$ cat src/rtl/pulse_train_sequencer.sv
// rtl/pulse_train_sequencer.sv - armed delay-then-N-pulse train generator
// A rising edge on `on` latches the config and runs DELAY -> (HIGH -> LOW)* -> IDLE.
module pulse_train_sequencer #(
  parameter int CNT_W = 8
) (
  input  logic             clock,
  input  logic             reset_n,
  input  logic             on,
  input  logic             abort,
  input  logic [CNT_W-1:0] delay,
  input  logic [CNT_W-1:0] high_len,
  input  logic [CNT_W-1:0] low_len,
  input  logic [CNT_W-1:0] count,
  output logic             signal,
  output logic             busy,
  output logic             done,
  output logic [CNT_W-1:0] pulses_left
);

  typedef enum logic [1:0] {IDLE, DELAY, HIGH, LOW} state_t;

  localparam logic [CNT_W-1:0] ONE  = {{(CNT_W-1){1'b0}}, 1'b1};
  localparam logic [CNT_W-1:0] ZERO = '0;

  state_t           state;
  logic             on_q;
  logic             start;
  logic [CNT_W-1:0] cnt;
  logic [CNT_W-1:0] hl_q;
  logic [CNT_W-1:0] ll_q;
  logic [CNT_W-1:0] hl_eff;
  logic [CNT_W-1:0] ll_eff;

  assign start  = on & ~on_q;
  assign hl_eff = (high_len == ZERO) ? ONE : high_len;
  assign ll_eff = (low_len == ZERO) ? ONE : low_len;

  always_ff @(posedge clock or negedge reset_n) begin
    if (!reset_n) begin
      state       <= IDLE;
      on_q        <= 1'b0;
      cnt         <= ZERO;
      hl_q        <= ZERO;
      ll_q        <= ZERO;
      signal      <= 1'b0;
      busy        <= 1'b0;
      done        <= 1'b0;
      pulses_left <= ZERO;
    end else begin
      on_q <= on;
      done <= 1'b0;
      if (abort && state != IDLE) begin
        state       <= IDLE;
        cnt         <= ZERO;
        signal      <= 1'b0;
        busy        <= 1'b0;
        pulses_left <= ZERO;
      end else begin
        case (state)
          IDLE: begin
            // abort sampled with the start edge suppresses the start entirely
            if (start && !abort) begin
              hl_q <= hl_eff;
              ll_q <= ll_eff;
              if (count == ZERO) begin
                done <= 1'b1;
              end else if (delay == ZERO) begin
                state       <= HIGH;
                cnt         <= hl_eff - ONE;
                signal      <= 1'b1;
                busy        <= 1'b1;
                pulses_left <= count;
              end else begin
                state       <= DELAY;
                cnt         <= delay - ONE;
                busy        <= 1'b1;
                pulses_left <= count;
              end
            end
          end
          DELAY: begin
            if (cnt == ZERO) begin
              state  <= HIGH;
              cnt    <= hl_q - ONE;
              signal <= 1'b1;
            end else begin
              cnt <= cnt - ONE;
            end
          end
          HIGH: begin
            if (cnt == ZERO) begin
              pulses_left <= pulses_left - ONE;
              signal      <= 1'b0;
              if (pulses_left == ONE) begin
                state <= IDLE;
                busy  <= 1'b0;
                done  <= 1'b1;
              end else begin
                state <= LOW;
                cnt   <= ll_q - ONE;
              end
            end else begin
              cnt <= cnt - ONE;
            end
          end
          LOW: begin
            if (cnt == ZERO) begin
              state  <= HIGH;
              cnt    <= hl_q - ONE;
              signal <= 1'b1;
            end else begin
              cnt <= cnt - ONE;
            end
          end
          default: begin
            state  <= IDLE;
            signal <= 1'b0;
            busy   <= 1'b0;
          end
        endcase
      end
    end
  end

endmodule

$ cat config.mk
export PLATFORM = sky130hd
export DESIGN_NAME = pulse_train_sequencer
export DESIGN_NICKNAME = d
export VERILOG_FILES = /design/src/rtl/pulse_train_sequencer.sv
export SDC_FILE = /design/constraint.sdc
export NUM_CORES = 1
export LEC_CHECK = 0
export CORE_ASPECT_RATIO = 0.9
export CORE_MARGIN = 2
export CORE_UTILIZATION = 55
export CTS_CLUSTER_DIAMETER = 150
export DETAILED_ROUTE_END_ITERATION = 8
export GPL_ROUTABILITY_DRIVEN = 0
export PLACE_DENSITY = 0.82
export SLEW_MARGIN = 20
export SYNTH_ARGS = -nofsm -noshare
export SYNTH_HDL_FRONTEND = slang
export SYNTH_SLANG_ARGS = --single-unit
$ cat constraint.sdc
create_clock -name clock -period 4.95 [get_ports clock]
set_input_delay 0.7425 -clock clock [delete_from_list [all_inputs] [get_ports clock]]
set_output_delay 0.7425 -clock clock [all_outputs]
set_load 0.05 [all_outputs]
==> metrics, run 1 <==
outcome=complete, no violations; TNS Setup=0 ns; power per cell area=563 nW/um^2; FP Rows=24; highest clock rate=0.285 GHz; leakage=1.29 nW; H-tree depth=2; layout cells sized above 1=0.110; final setup skew=0.00511 ns; yosys warns=0; Arrival @ worst endpoint=3.72 ns; Synth top area share=0.338; largest net degree at the start of global routing=39; maximum buffer depth of the clock tree=2; Post-Route WL=7940 um; Worst Hold Class=flip-flop to flip-flop; vias in the first global route=2691; max-slew violation count=0; via count=2914; die height=71.8 um; startpoint types=input pin; Synth Instances=328; CTS Root Cell=clkbuf_8; Max-Cap Viols=0; Setup Buffers After CTS=0; drt pass-1 iters=5; initial antenna violation count=0; count of final setup violators=0; top post-synthesis cells by area=dfrtp_1 34%, mux2_2 5.2%, o31ai_1 4.8%; area grow syn2layout=19.9%; peak fanout along the critical path=8; delay of the slowest critical-path stage=0.64 ns; reg2reg setup slack=2.27 ns; Hold Vio Cnt, Final=0; Tot GR Track Use=0.286; synth cell count leaders=38 x dfrtp_1, 28 x nor2_1, 24 x a21oi_1; antenna fix cells=0; Congestion Overflow GR=0; number of synthesized flops with an enable pin=0; Avg Cell Area, Syn=8.57 sq um; Post-Syn Nets=371; post-route DRC violation count=0; die area=5700 sq um; Final Power=1.90 mW; Synth Flop Type=dfrtp_1; Hold Worst Slack=0.521 ns; WP data required=5.17 ns; number of synthesized register bits=38; Post-CTS Hold Fix Bufs=0; WL per Instance=18.5 um; Die X=79.3 um; Port Buffers=46; Worst-Margin Slew=0.864 ns; cts repair resizes=0; fillers=428; Skew-Pair Late Insertion Delay=0.29 ns; Top Ports=47; Clock Sink Count=38; Reg clk slew, reported paths=0.07 ns; most frequent cell after synthesis=dfrtp_1; cell taking the most area after synthesis=dfrtp_1; Final min period=3.50 ns; Final Cycle Share=0.708; cts bufs inserted=5; Vias/cell=6.79; CTS tree=done; DRT iter0 DRCs=387; Nets=406; CP Capture Type=flip-flop; Final ANT Viol Nets=0; CP cell instances=clkdlybuf4s50_1, or4_1, nor3_4, a21oi_1, ha_1, or4b_2, a2111o_1, a311o_1, o21ai_1; Worst IR Drop VDD=276 uV; slowest cell on the critical path=or4b_2; RSZ-0062 raised after global routing=no; mapped cell area=2810 sq um; Seq/Total Area, Yosys=0.338; HPWL after DPL=5850 um; Setup CP Type=input pin to flip-flop; starting density of the core=0.574; Yosys cell types=64; relative slew slack=0.419; post-synthesis async set-or-reset flop share=1.00; first-pass GRT wire length=13000 um; core area=4890 sq um
metal layers:
layer  track usage  routed length [um]  vias to the layer above
li1              -                   -                     1324
met1         0.409                3500                     1396
met2         0.449                3660                      178
met3        0.0479                 636                       16
met4        0.0881                 144                        0
met5             0                   0                        -
worst paths after layout:
kind	from	to	cells past startpoint
setup / recovery	delay[3]	cnt[6]$_DFFE_PN0P_	9
min in group asynchronous	reset_n	pulses_left[7]$_DFFE_PN0P_	1
max in group asynchronous	reset_n	pulses_left[1]$_DFFE_PN0P_	1
hold / removal	busy$_DFFE_PN0P_	busy$_DFFE_PN0P_	2
hold reg to reg	busy$_DFFE_PN0P_	busy$_DFFE_PN0P_	2
setup reg to reg	cnt[0]$_DFFE_PN0P_	pulses_left[5]$_DFFE_PN0P_	7
flip-flops by register name (all words and copies together), names as in the netlist:
signal,flops
pulses_left,8
done,1
hl_q,8
cnt,8
busy,1
ll_q,8
signal,1
state,2
on_q,1
final cells by class:
| cell class | instances | area [sq um] | area share |
|---|---|---|---|
| multi-input combinational | 257 | 1730 | 0.514 |
| sequential | 38 | 951 | 0.282 |
| timing repair buffer | 46 | 455 | 0.135 |
| clock inverter | 2 | 12.5 | 0.00371 |
| inverter | 15 | 56.3 | 0.0167 |
| tap | 65 | 81.3 | 0.0241 |
| clock buffer | 6 | 82.6 | 0.0245 |
through the flow:
stage / setup WS [ns] / util / instance area, sq um / std cells
after floorplan: 1.94 / - / 2810 / 328
after global placement: 1.36 / 0.669 / 3270 / 421
after detailed placement: 1.21 / 0.669 / 3270 / 421
after CTS: 1.50 / 0.688 / 3370 / 429
after global routing: 1.32 / 0.688 / 3370 / 429
final: 1.45 / 0.688 / 3370 / 429
worst max-delay path: cells and delay by family:
kind / cells / cell delay [ns]
AND/OR/NAND/NOR: 3 / 1.05
AO/OA/AOI/OAI: 4 / 1.05
buffers and inverters: 1 / 0.57
adder cells (fa/ha/maj): 1 / 0.30
where the power goes:
part,switching (mW),leakage [nW],internal [mW]
clock,0.117,0.0472,0.112
sequential,0.201,0.472,0.445
combinational,0.610,0.776,0.412
placed cells by master (no fill, tap or decap), types with 7 or more instances in the layout:
cell type         n
nor3_1           13
mux2_2           13
ha_1              7
inv_1            14
clkdlybuf4s50_1  45
nand2_1          20
nor2_1           28
nand3_1           8
or4_1             9
dfrtp_1          38
o21ai_0          21
a21oi_1          24
nor4_1            7
o31ai_1          18
cells by family (layout without fill, tap and decap cells):
family / count (synthesis) / count (layout) / share of synthesized area
buffers and inverters: 33 / 69 / 0.0459
multiplexers: 13 / 13 / 0.0521
flip-flops: 38 / 38 / 0.338
AND/OR/NAND/NOR: 117 / 117 / 0.233
AO/OA/AOI/OAI: 111 / 111 / 0.271
XOR/XNOR: 9 / 9 / 0.0280
adder cells (fa/ha/maj): 7 / 7 / 0.0312
Power figures use the tool's default switching activity.
==> run 2, diff against run 1 <==
Settings changed: CORE_UTILIZATION 55 to 54, PLACE_DENSITY 0.82 to 0.81.
Clock period 4.95 ns to 3.3 ns, I/O delays scaled along.
==> metrics, run 2 (synthesis results as in run 1) <==
outcome=complete, no violations; Max-Cap Viols=0 (unchanged); CTS tree=done; cts repair resizes=0 (unchanged); starting density of the core=0.571 (-0.00350); RSZ-0062 raised after global routing=no; drt pass-1 iters=5 (unchanged); most common cell after layout, fill and taps aside=clkdlybuf4s50_1; Port Buffers=46 (unchanged); core area=4920 sq um (+0.61%); final setup skew=0.00658 ns (+0.00147 ns); cts bufs inserted=5 (unchanged); count of final setup violators=0 (unchanged); Reg2Reg Depth=7 (unchanged); Setup CP Type=input pin to flip-flop; Worst IR Drop VDD=340 uV (+23%); vias in the first global route=2823 (+4.9%); delay of the slowest critical-path stage=0.62 ns (-0.02 ns); Congestion Overflow GR=0 (unchanged); FP Rows=24 (unchanged); peak fanout along the critical path=4 (-4); relative slew slack=0.414 (-0.00452); WP data required=3.52 ns (-1.65 ns); largest net degree at the start of global routing=39 (unchanged); Final Cycle Share=0.885; post-route DRC violation count=0 (unchanged); Vias/cell=6.79 (about the same); Post-CTS Hold Fix Bufs=0 (unchanged); Die X=80.0 um (+0.88%); highest clock rate=0.342 GHz; area grow syn2layout=25.1%; fillers=435 (+1.6%); Clock Sink Count=38 (unchanged); Hold Vio Cnt, Final=0 (unchanged); via count=3036 (+4.2%); power per cell area=841 nW/um^2 (+49%); Worst-Margin Slew=0.878 ns (+0.0147 ns); die area=5800 sq um (+1.8%); DRT iter0 DRCs=387 (unchanged); Nets=424 (+4.4%); maximum buffer depth of the clock tree=2 (unchanged); CP cell instances=clkdlybuf4s50_1, nor3_1, a31o_2, a21oi_1, ha_1, or4b_2, a2111o_1, a311o_1, o21ai_1; initial antenna violation count=0 (unchanged); Setup Buffers After CTS=0 (unchanged); slowest cell on the critical path=or4b_2; Top Ports=47 (unchanged); TNS Setup=0 ns (unchanged); Post-Route WL=8270 um (+4.2%); max-slew violation count=0 (unchanged); antenna fix cells=0 (unchanged); Final min period=2.92 ns; die height=72.4 um (+0.87%); CP Capture Type=flip-flop; Skew-Pair Late Insertion Delay=0.30 ns (about the same); Final ANT Viol Nets=0 (unchanged); leakage=1.39 nW (+7.1%); FF-to-FF End=pulses_left[7]$_DFFE_PN0P_; H-tree depth=2 (unchanged); Worst Hold Class=input pin to async pin; Final Power=2.96 mW (+56%); most frequent cells in the layout=45 x clkdlybuf4s50_1, 38 x dfrtp_1, 28 x nor2_1; Reg clk slew, reported paths=0.08 ns (about the same); Arrival @ worst endpoint=3.14 ns (-0.58 ns); WL per Instance=18.5 um (about the same); reg2reg setup slack=0.55 ns (-1.72 ns); first-pass GRT wire length=13500 um (+3.8%); Tot GR Track Use=0.297 (+0.0103); HPWL after DPL=6060 um (+3.5%); r2r startpoint=cnt[0]$_DFFE_PN0P_; layout cells sized above 1=0.147 (+0.0367); CTS Root Cell=clkbuf_8; startpoint types=input pin
run 2: cell types whose count changed in the layout (fill, tap and decap cells not counted), sizes merged:
cell	change
clkinvlp	-1
clkbuf	+1
buf	+18
clkinv	-1
bufinv	+1
run 2: routing by layer:
metal / up-vias / routed length [um] / GRT usage
li1: 1372 / - / -
met1: 1447 / 3450 / 0.393
met2: 193 / 3930 / 0.487
met3: 24 / 750 / 0.0634
met4: 0 / 141 / 0.0960
met5: - / 0 / 0
run 2: stage by stage:
step | cell area [sq um] | setup WS [ns] | std cells | hold slack (ns) | util
floorplan | 2810 | 0.533 | 328 | 0.199 | -
global placement | 3410 | 0.163 | 439 | 0.503 | 0.692
detailed placement | 3410 | 0.0999 | 439 | 0.503 | 0.692
CTS | 3520 | 0.391 | 447 | 0.348 | 0.714
global route | 3520 | 0.281 | 447 | 0.385 | 0.714
finish | 3520 | 0.380 | 447 | 0.303 | 0.714
run 2: worst max-delay path by stage:
stage | end | cells after the start | startpoint | slack, ns
after global placement | cnt[6]$_DFFE_PN0P_ | 9 | high_len[7] | 0.16
after detailed placement | cnt[6]$_DFFE_PN0P_ | 9 | high_len[7] | 0.1
final | cnt[6]$_DFFE_PN0P_ | 9 | high_len[7] | 0.38
after floorplan | cnt[6]$_DFFE_PN0P_ | 9 | delay[1] | 0.53
after CTS | cnt[6]$_DFFE_PN0P_ | 9 | high_len[7] | 0.39
after global routing | cnt[6]$_DFFE_PN0P_ | 9 | high_len[7] | 0.28
run 2: critical path: cells and delay by family:
kind	cells	cell delay, ns
and+or+nand+nor	2	0.71
adders and majority gates	1	0.19
AOI/OAI and AO/OA	5	1.24
buffers and inverters	1	0.51
run 2: cell type report:
cell class                 count  area, sq um  share of cell area
multi-input combinational    257         1730               0.492
sequential                    38          951               0.270
timing repair buffer          64          591               0.168
tap                           65         81.3              0.0231
clock buffer                   7         76.3              0.0217
inverter                      15         56.3              0.0160
clock inverter                 1         30.0             0.00854
run 2: where the power goes:
group	internal, mW	switching, mW
registers	0.667	0.287
clock network	0.226	0.174
logic	0.653	0.947
total	1.55	1.41
